### config.mk
export PLATFORM = sky130hd
export DESIGN_NAME = resize_frame_writer
export DESIGN_NICKNAME = d
export VERILOG_FILES = /design/src/rtl/resize_pkg.sv /design/src/rtl/resize_sync_fifo.sv /design/src/rtl/resize_frame_writer.sv
export SDC_FILE = /design/constraint.sdc
export NUM_CORES = 1
export LEC_CHECK = 0
export BUFFER_PORTS_ARGS = -buffer_cell sky130_fd_sc_hd__buf_4
export CAP_MARGIN = 20
export CORE_MARGIN = 1
export CORE_UTILIZATION = 62
export CTS_BUF_LIST = sky130_fd_sc_hd__clkbuf_8 sky130_fd_sc_hd__clkbuf_16
export DETAILED_ROUTE_END_ITERATION = 16
export PLACE_DENSITY = 0.8
export SETUP_SLACK_MARGIN = 0.1
export SLEW_MARGIN = 5
export SYNTH_ARGS = -nofsm -noshare
export SYNTH_HDL_FRONTEND = slang
export SYNTH_SLANG_ARGS = --single-unit
### constraint.sdc
create_clock -name iclk -period 2.7 [get_ports iclk]
set_clock_uncertainty 0.05 [all_clocks]
set_input_delay 0.54 -clock iclk [delete_from_list [all_inputs] [get_ports iclk]]
set_output_delay 0.54 -clock iclk [all_outputs]
set_load 0.02 [all_outputs]
### src/rtl/resize_pkg.sv
// Shared types and default geometry for the decimator / frame-writer pair.
package resize_pkg;

  localparam int DEF_DATA_W     = 24;
  localparam int DEF_OUT_W      = 320;
  localparam int DEF_OUT_H      = 240;
  localparam int DEF_FIFO_DEPTH = 8;

  typedef enum logic [1:0] {
    WAIT_SOF = 2'd0,
    ACTIVE   = 2'd1,
    DONE     = 2'd2
  } state_e;

  // Coordinate-tagged pixel at the default geometry; the writer builds the
  // same field layout at its own parameterised widths.
  typedef struct packed {
    logic [DEF_DATA_W-1:0]        data;
    logic [$clog2(DEF_OUT_W)-1:0] x;
    logic [$clog2(DEF_OUT_H)-1:0] y;
    logic                         sof;
    logic                         eol;
    logic                         eof;
  } entry_t;

endpackage

### src/rtl/resize_sync_fifo.sv
// Single-clock FIFO with registered count. Push and pop may coincide at full;
// the caller is responsible for never pushing into a full FIFO without a pop.
module resize_sync_fifo #(
  parameter int W     = 8,
  parameter int DEPTH = 8
) (
  input  logic         iclk,
  input  logic         irst_n,
  input  logic         push,
  input  logic [W-1:0] wdata,
  input  logic         pop,
  output logic [W-1:0] rdata,
  output logic         full,
  output logic         empty
);
  localparam int AW = $clog2(DEPTH);

  logic [DEPTH-1:0][W-1:0] mem_q, mem_d;
  logic [AW-1:0]           wr_q, wr_d, rd_q, rd_d;
  logic [AW:0]             cnt_q, cnt_d;

  // Next-state: write at wr pointer, advance pointers, track occupancy.
  always_comb begin
    mem_d = mem_q;
    wr_d  = wr_q;
    rd_d  = rd_q;
    if (push) begin
      mem_d[wr_q] = wdata;
      wr_d        = wr_q + 1'b1;
    end
    if (pop) rd_d = rd_q + 1'b1;
    cnt_d = cnt_q + {{AW{1'b0}}, push} - {{AW{1'b0}}, pop};
  end

  // Storage is reset too so the head reads zero straight out of reset.
  always_ff @(posedge iclk or negedge irst_n) begin
    if (!irst_n) begin
      mem_q <= '0;
      wr_q  <= '0;
      rd_q  <= '0;
      cnt_q <= '0;
    end else begin
      mem_q <= mem_d;
      wr_q  <= wr_d;
      rd_q  <= rd_d;
      cnt_q <= cnt_d;
    end
  end

  assign rdata = mem_q[rd_q];
  assign full  = (cnt_q == (AW+1)'(DEPTH));
  assign empty = (cnt_q == '0);

endmodule

### src/rtl/resize_frame_writer.sv
// Tags kept pixels from the 2:1 decimator with frame coordinates and queues
// them for the downstream frame-buffer stage; reports done/short/overflow.
module resize_frame_writer
  import resize_pkg::*;
#(
  parameter int DATA_W     = DEF_DATA_W,
  parameter int OUT_W      = DEF_OUT_W,
  parameter int OUT_H      = DEF_OUT_H,
  parameter int FIFO_DEPTH = DEF_FIFO_DEPTH
) (
  input  logic                     iclk,
  input  logic                     irst_n,
  input  logic                     iVS,
  input  logic                     iResize_valid,
  input  logic [DATA_W-1:0]        iData,
  output logic [DATA_W-1:0]        oData,
  output logic [$clog2(OUT_W)-1:0] oX,
  output logic [$clog2(OUT_H)-1:0] oY,
  output logic                     oSOF,
  output logic                     oEOL,
  output logic                     oEOF,
  output logic                     oValid,
  input  logic                     iReady,
  output logic                     oFrame_done,
  output logic                     oShort_frame,
  output logic                     oOverflow
);
  localparam int XW = $clog2(OUT_W);
  localparam int YW = $clog2(OUT_H);

  typedef struct packed {
    logic [DATA_W-1:0] data;
    logic [XW-1:0]     x;
    logic [YW-1:0]     y;
    logic              sof;
    logic              eol;
    logic              eof;
  } ent_t;

  state_e        state_q, state_d;
  logic [XW-1:0] x_q, x_d;
  logic [YW-1:0] y_q, y_d;
  logic          done_q, done_d;
  logic          short_q, short_d;
  logic          ovf_q, ovf_d;

  logic acc, push, pop, full, empty;
  logic tag_sof, tag_eol, tag_eof;
  ent_t wr_ent, rd_ent;

  // A pixel counts only in ACTIVE; a coincident iVS takes priority over it.
  assign acc     = (state_q == ACTIVE) && iResize_valid && !iVS;
  assign pop     = !empty && iReady;
  assign push    = acc && (!full || pop);

  assign tag_sof = (x_q == '0) && (y_q == '0);
  assign tag_eol = (x_q == XW'(OUT_W-1));
  assign tag_eof = tag_eol && (y_q == YW'(OUT_H-1));

  assign wr_ent  = '{data: iData, x: x_q, y: y_q,
                     sof: tag_sof, eol: tag_eol, eof: tag_eof};

  // Frame FSM: counters advance on every accepted pixel, pushed or dropped,
  // so geometry survives an overflow.
  always_comb begin
    state_d = state_q;
    x_d     = x_q;
    y_d     = y_q;
    done_d  = 1'b0;
    short_d = 1'b0;
    ovf_d   = ovf_q;
    if (iVS) begin
      state_d = ACTIVE;
      x_d     = '0;
      y_d     = '0;
      short_d = (state_q == ACTIVE);
    end else if (acc) begin
      if (!push) ovf_d = 1'b1;
      if (tag_eol) begin
        x_d = '0;
        y_d = tag_eof ? '0 : y_q + YW'(1);
      end else begin
        x_d = x_q + XW'(1);
      end
      if (tag_eof) begin
        state_d = DONE;
        done_d  = 1'b1;
      end
    end
  end

  // State, counters and registered status outputs.
  always_ff @(posedge iclk or negedge irst_n) begin
    if (!irst_n) begin
      state_q <= WAIT_SOF;
      x_q     <= '0;
      y_q     <= '0;
      done_q  <= 1'b0;
      short_q <= 1'b0;
      ovf_q   <= 1'b0;
    end else begin
      state_q <= state_d;
      x_q     <= x_d;
      y_q     <= y_d;
      done_q  <= done_d;
      short_q <= short_d;
      ovf_q   <= ovf_d;
    end
  end

  resize_sync_fifo #(
    .W     ($bits(ent_t)),
    .DEPTH (FIFO_DEPTH)
  ) u_fifo (
    .iclk   (iclk),
    .irst_n (irst_n),
    .push   (push),
    .wdata  (wr_ent),
    .pop    (pop),
    .rdata  (rd_ent),
    .full   (full),
    .empty  (empty)
  );

  assign oData        = rd_ent.data;
  assign oX           = rd_ent.x;
  assign oY           = rd_ent.y;
  assign oSOF         = rd_ent.sof;
  assign oEOL         = rd_ent.eol;
  assign oEOF         = rd_ent.eof;
  assign oValid       = !empty;
  assign oFrame_done  = done_q;
  assign oShort_frame = short_q;
  assign oOverflow    = ovf_q;

endmodule
==> flow_summary.html <==
<table>
<tr><th>Metric</th><th>Value</th></tr>
<tr><th colspan="2">Timing</th></tr>
<tr><td>Setup violations, final</td><td>44</td></tr>
<tr><td>Worst path setup slack after routing</td><td>-0.185 ns</td></tr>
<tr><td>Max-slew violation count</td><td>0</td></tr>
<tr><td>Fin crit period</td><td>about 2.9 ns</td></tr>
<tr><td>Transition at the pin with the smallest max-transition slack</td><td>between 0.6 and 0.7 ns</td></tr>
<tr><td>Ratio of final minimum period to clock period</td><td>107%</td></tr>
<tr><td>Number of hold violations in the final report</td><td>0</td></tr>
<tr><td>RSZ-0062 raised after global routing</td><td>true</td></tr>
<tr><td>Highest clock frequency the design can meet</td><td>approximately 350 MHz</td></tr>
<tr><td>Slew HR</td><td>~56%</td></tr>
<tr><th colspan="2">Route</th></tr>
<tr><td>Per-cell via count in the routed design</td><td>just over 6</td></tr>
<tr><td>ANT nets after route</td><td>0</td></tr>
<tr><td>Vias post-DR</td><td>10300</td></tr>
<tr><td>Routed wirelength normalized by instance count</td><td>approximately 23 um</td></tr>
<tr><td>Number of DRC markers in iteration 0</td><td>approximately 640</td></tr>
<tr><td>Pre-antenna DRT Iters</td><td>5</td></tr>
<tr><td>Number of design rule violations left after detail routing</td><td>0</td></tr>
<tr><td>WL final</td><td>38.2 mm</td></tr>
<tr><th colspan="2">Global routing</th></tr>
<tr><td>Vias in the first global route</td><td>about 11000</td></tr>
<tr><td>Overflow after GRT</td><td>0</td></tr>
<tr><td>Most congested layer reported by global routing</td><td>met2</td></tr>
<tr><td>Global-route wire length before repair</td><td>around 60 mm</td></tr>
<tr><td>Global-route total usage across every layer</td><td>a little over a quarter</td></tr>
<tr><td>Pin count of the biggest net entering global routing</td><td>between 70 and 80</td></tr>
<tr><td>Fraction of met1 tracks used by global routing</td><td>between 30% and 40%</td></tr>
<tr><td>Initial antenna violation count</td><td>0</td></tr>
<tr><td>Met3 global-route usage</td><td>approximately 3.6%</td></tr>
<tr><td>Global Route met2 Usage</td><td>44.1%</td></tr>
<tr><th colspan="2">Final layout</th></tr>
<tr><td>Number of filler cells placed in the layout</td><td>roughly 1700</td></tr>
<tr><td>Most used cells in the layout excluding fill and tap cells</td><td>381 x sky130_fd_sc_hd__dfrtp_1, 277 x sky130_fd_sc_hd__mux2_2, 88 x sky130_fd_sc_hd__mux4_2</td></tr>
<tr><td>Utilization after layout</td><td>75.1%</td></tr>
<tr><td>Most common cell after layout, fill and taps aside</td><td>sky130_fd_sc_hd__dfrtp_1</td></tr>
<tr><td>Fraction of layout cells with a size suffix above 1</td><td>slightly above 50%</td></tr>
<tr><td>Area growth, synth to finish</td><td>18.9%</td></tr>
<tr><td># diodes</td><td>0</td></tr>
<tr><td>Nets</td><td>1289</td></tr>
<tr><th colspan="2">Clock tree</th></tr>
<tr><td>Clk buf depth</td><td>3</td></tr>
<tr><td>Cts bufs inserted</td><td>just over 40</td></tr>
<tr><td>Clock transition at the registers of the reported paths</td><td>~0.060 ns</td></tr>
<tr><td>Clk_lat worst skew</td><td>about 0.54 ns</td></tr>
<tr><td>Clock tree from TritonCTS</td><td>built</td></tr>
<tr><td>CTS Sinks</td><td>approximately 380</td></tr>
<tr><td>CTS HTree Levels</td><td>2</td></tr>
<tr><td>Root buf cell</td><td>sky130_fd_sc_hd__clkbuf_16</td></tr>
<tr><th colspan="2">Die</th></tr>
<tr><td>Overall die area</td><td>between 20000 and 30000 um^2</td></tr>
<tr><td>Chip Width</td><td>171 um</td></tr>
<tr><td>Die height</td><td>171 um</td></tr>
<tr><td>Starting Density</td><td>about 63%</td></tr>
<tr><td>Io pins</td><td>between 70 and 80</td></tr>
<tr><td>Core ar.</td><td>27900 um^2</td></tr>
<tr><td>Number of placement rows</td><td>a little over 60</td></tr>
<tr><th colspan="2">Yosys</th></tr>
<tr><td>Synth Register Bits</td><td>384</td></tr>
<tr><td>Portion of the post-synthesis area used by sequential elements</td><td>~55%</td></tr>
<tr><td>Number of flops mapped to enable cells by yosys</td><td>0</td></tr>
<tr><td>Synth top area cells</td><td>sky130_fd_sc_hd__dfrtp_1 55%, sky130_fd_sc_hd__mux2_2 20%, sky130_fd_sc_hd__mux4_2 11%, sky130_fd_sc_hd__mux2_4 3.2%, sky130_fd_sc_hd__o21ai_0 1.2%</td></tr>
<tr><td>Most frequently used flop master after synthesis</td><td>sky130_fd_sc_hd__dfrtp_1</td></tr>
<tr><td>Async set-reset flop share out of synthesis</td><td>100%</td></tr>
<tr><td>Post-synth top area cell</td><td>sky130_fd_sc_hd__dfrtp_1</td></tr>
<tr><td>Syn Nets</td><td>between 1000 and 1500</td></tr>
<tr><td>Post-synthesis cell area</td><td>approximately 18000 um^2</td></tr>
<tr><td>Unique masters post-synth</td><td>48</td></tr>
<tr><td>Synth Instances</td><td>1153</td></tr>
<tr><td>Syn. warnings</td><td>0</td></tr>
<tr><td>Per-instance average area after synthesis</td><td>~15 um^2</td></tr>
<tr><td>Fraction of post-synthesis cell area in the top cell type by area</td><td>54.6%</td></tr>
<tr><th colspan="2">Setup path</th></tr>
<tr><td>Required time worst endpoint</td><td>~2.1 ns</td></tr>
<tr><td>Cell Chain, Critical Path</td><td>buf_12 &gt; clkbuf_16 &gt; mux4_2 &gt; mux2_4 &gt; buf_6</td></tr>
<tr><td>Worst EP arrival</td><td>2.29 ns</td></tr>
<tr><td>Type of destination of the critical path</td><td>primary output</td></tr>
<tr><td>Minimum setup slack among reg-to-reg paths</td><td>roughly 0.21 ns</td></tr>
<tr><td>Worst setup path category</td><td>flop to primary output</td></tr>
<tr><td>Peak fanout along the critical path</td><td>8</td></tr>
<tr><td>Worst-path cell with the longest stage delay</td><td>sky130_fd_sc_hd__mux4_2</td></tr>
<tr><td>Startpoint kind of the worst setup timing path</td><td>flop</td></tr>
<tr><td>Longest individual stage delay on the worst path</td><td>about 0.51 ns</td></tr>
<tr><th colspan="2">Run status</th></tr>
<tr><td>Run status</td><td>finished, violations left</td></tr>
<tr><td>Violated checks</td><td>negative setup slack</td></tr>
<tr><th colspan="2">Placed design</th></tr>
<tr><td>HPWL after detailed placement</td><td>21.7 mm</td></tr>
<tr><td>Placer congestion estimate</td><td>approximately 0.8</td></tr>
<tr><td>Port Buf Inserts</td><td>76</td></tr>
<tr><td>Placement Setup Slack</td><td>between 0.15 and 0.2 ns</td></tr>
<tr><th colspan="2">Hold path</th></tr>
<tr><td>Path class of the lowest-slack min-delay path</td><td>input pin to flop</td></tr>
<tr><th colspan="2">Run</th></tr>
<tr><td>Max-cap viol count</td><td>0</td></tr>
<tr><th colspan="2">Power</th></tr>
<tr><td>Worst ir drop on vdd</td><td>just over 0.0006 V</td></tr>
<tr><td>Total power per unit cell area</td><td>about 1100 nW/um^2</td></tr>
<tr><td>Overall Power</td><td>23.0 mW</td></tr>
<tr><td>Static leakage</td><td>9.71 nW</td></tr>
</table>
==> metrics by stage <==
| step | TNS, ns | instances | hold WS, ns | area [um^2] |
|---|---|---|---|---|
| after floorplan | 0 | 1153 | 0.194 | 17600 |
| final | -6.85 | 1655 | 0.248 | 20900 |
| after detailed placement | 0 | 1562 | 0.400 | 18900 |
| after global routing | -8.95 | 1655 | 0.241 | 20900 |
| after CTS | -7.20 | 1642 | 0.234 | 20400 |
| after global placement | 0 | 1562 | 0.404 | 18900 |
==> per-layer routing <==
metal	share of wire (%)	routed length [um]
met1	44	16700
met2	50	19200
met3	3.8	1440
met4	2.3	885
met5	0	0
==> worst paths after layout <==
| check | startpoint | endpoint | cells after the start |
|---|---|---|---|
| min | iData[10] | u_fifo.mem_q[206] | 2 |
| min reg2reg | oOverflow | oOverflow | 1 |
| max reg2reg | u_fifo.cnt_q[2] | u_fifo.mem_q[325] | 6 |
| max in group asynchronous | irst_n | y_q[7] | 3 |
| max | u_fifo.rd_q[0] | oEOL | 5 |
| min in group asynchronous | irst_n | u_fifo.mem_q[251] | 2 |
==> cells by family after synthesis <==
family | Yosys count | share of synthesized area, %
xor gates and xnor gates | 12 | 0.597
buffers and inverters | 113 | 2.94
adders and majority gates | 13 | 0.967
AOI/OAI and AO/OA | 67 | 2.30
muxes | 451 | 35.2
DFF | 384 | 54.6
and+or+nand+nor | 113 | 3.40
==> synthesized netlist by cell type (9+ instances only) <==
cell                       instances
sky130_fd_sc_hd__buf_2            33
sky130_fd_sc_hd__clkbuf_1         44
sky130_fd_sc_hd__dfrtp_1         384
sky130_fd_sc_hd__ha_1             12
sky130_fd_sc_hd__inv_1            23
sky130_fd_sc_hd__mux2_2          317
sky130_fd_sc_hd__mux2_4           37
sky130_fd_sc_hd__mux2i_1           9
sky130_fd_sc_hd__mux4_2           88
sky130_fd_sc_hd__nand2_1          46
sky130_fd_sc_hd__nand3_1          10
sky130_fd_sc_hd__nor2_1           11
sky130_fd_sc_hd__o21ai_0          41
==> flip-flops by register name, summed over array words and instances, names as in the netlist <==
name          cells
u_fifo.wr_q       3
oShort_frame      1
u_fifo.mem_q    352
state_q           2
y_q               8
oOverflow         1
u_fifo.rd_q       3
u_fifo.cnt_q      4
x_q               9
oFrame_done       1
==> critical path: cells and delay by family (launching register included) <==
family | cells | cell delay (ns)
muxes | 2 | 0.79
buffers and inverters | 3 | 0.49
DFF | 1 | 0.47
==> final cells by class <==
class	count	area, um^2	area share, %
Clock buffer	53	1210	5.80
Multi-Input combinational cell	656	7660	36.6
Sequential cell	384	9620	46.0
Inverter	24	90.1	0.431
Timing Repair Buffer	140	1750	8.37
Clock inverter	20	118	0.562
Tap cell	378	473	2.26
==> power by group <==
| group | internal (mW) | switching [mW] | total [mW] |
|---|---|---|---|
| logic | 5.37 | 3.74 | 9.11 |
| clock network | 3.24 | 2.23 | 5.48 |
| registers | 7.45 | 0.979 | 8.42 |
==> timing repair <==
action | in CTS | in global routing
resized for setup | 32 | 60
gates cloned | 0 | 10
pin swaps | 0 | 2
endpoints found under the hold margin | 68 | 0
endpoints found under the setup margin | 44 | 64
hold buffers | 1 | 0
setup buffers | 6 | 3
No activity file was read; power rests on OpenSTA's default activity.
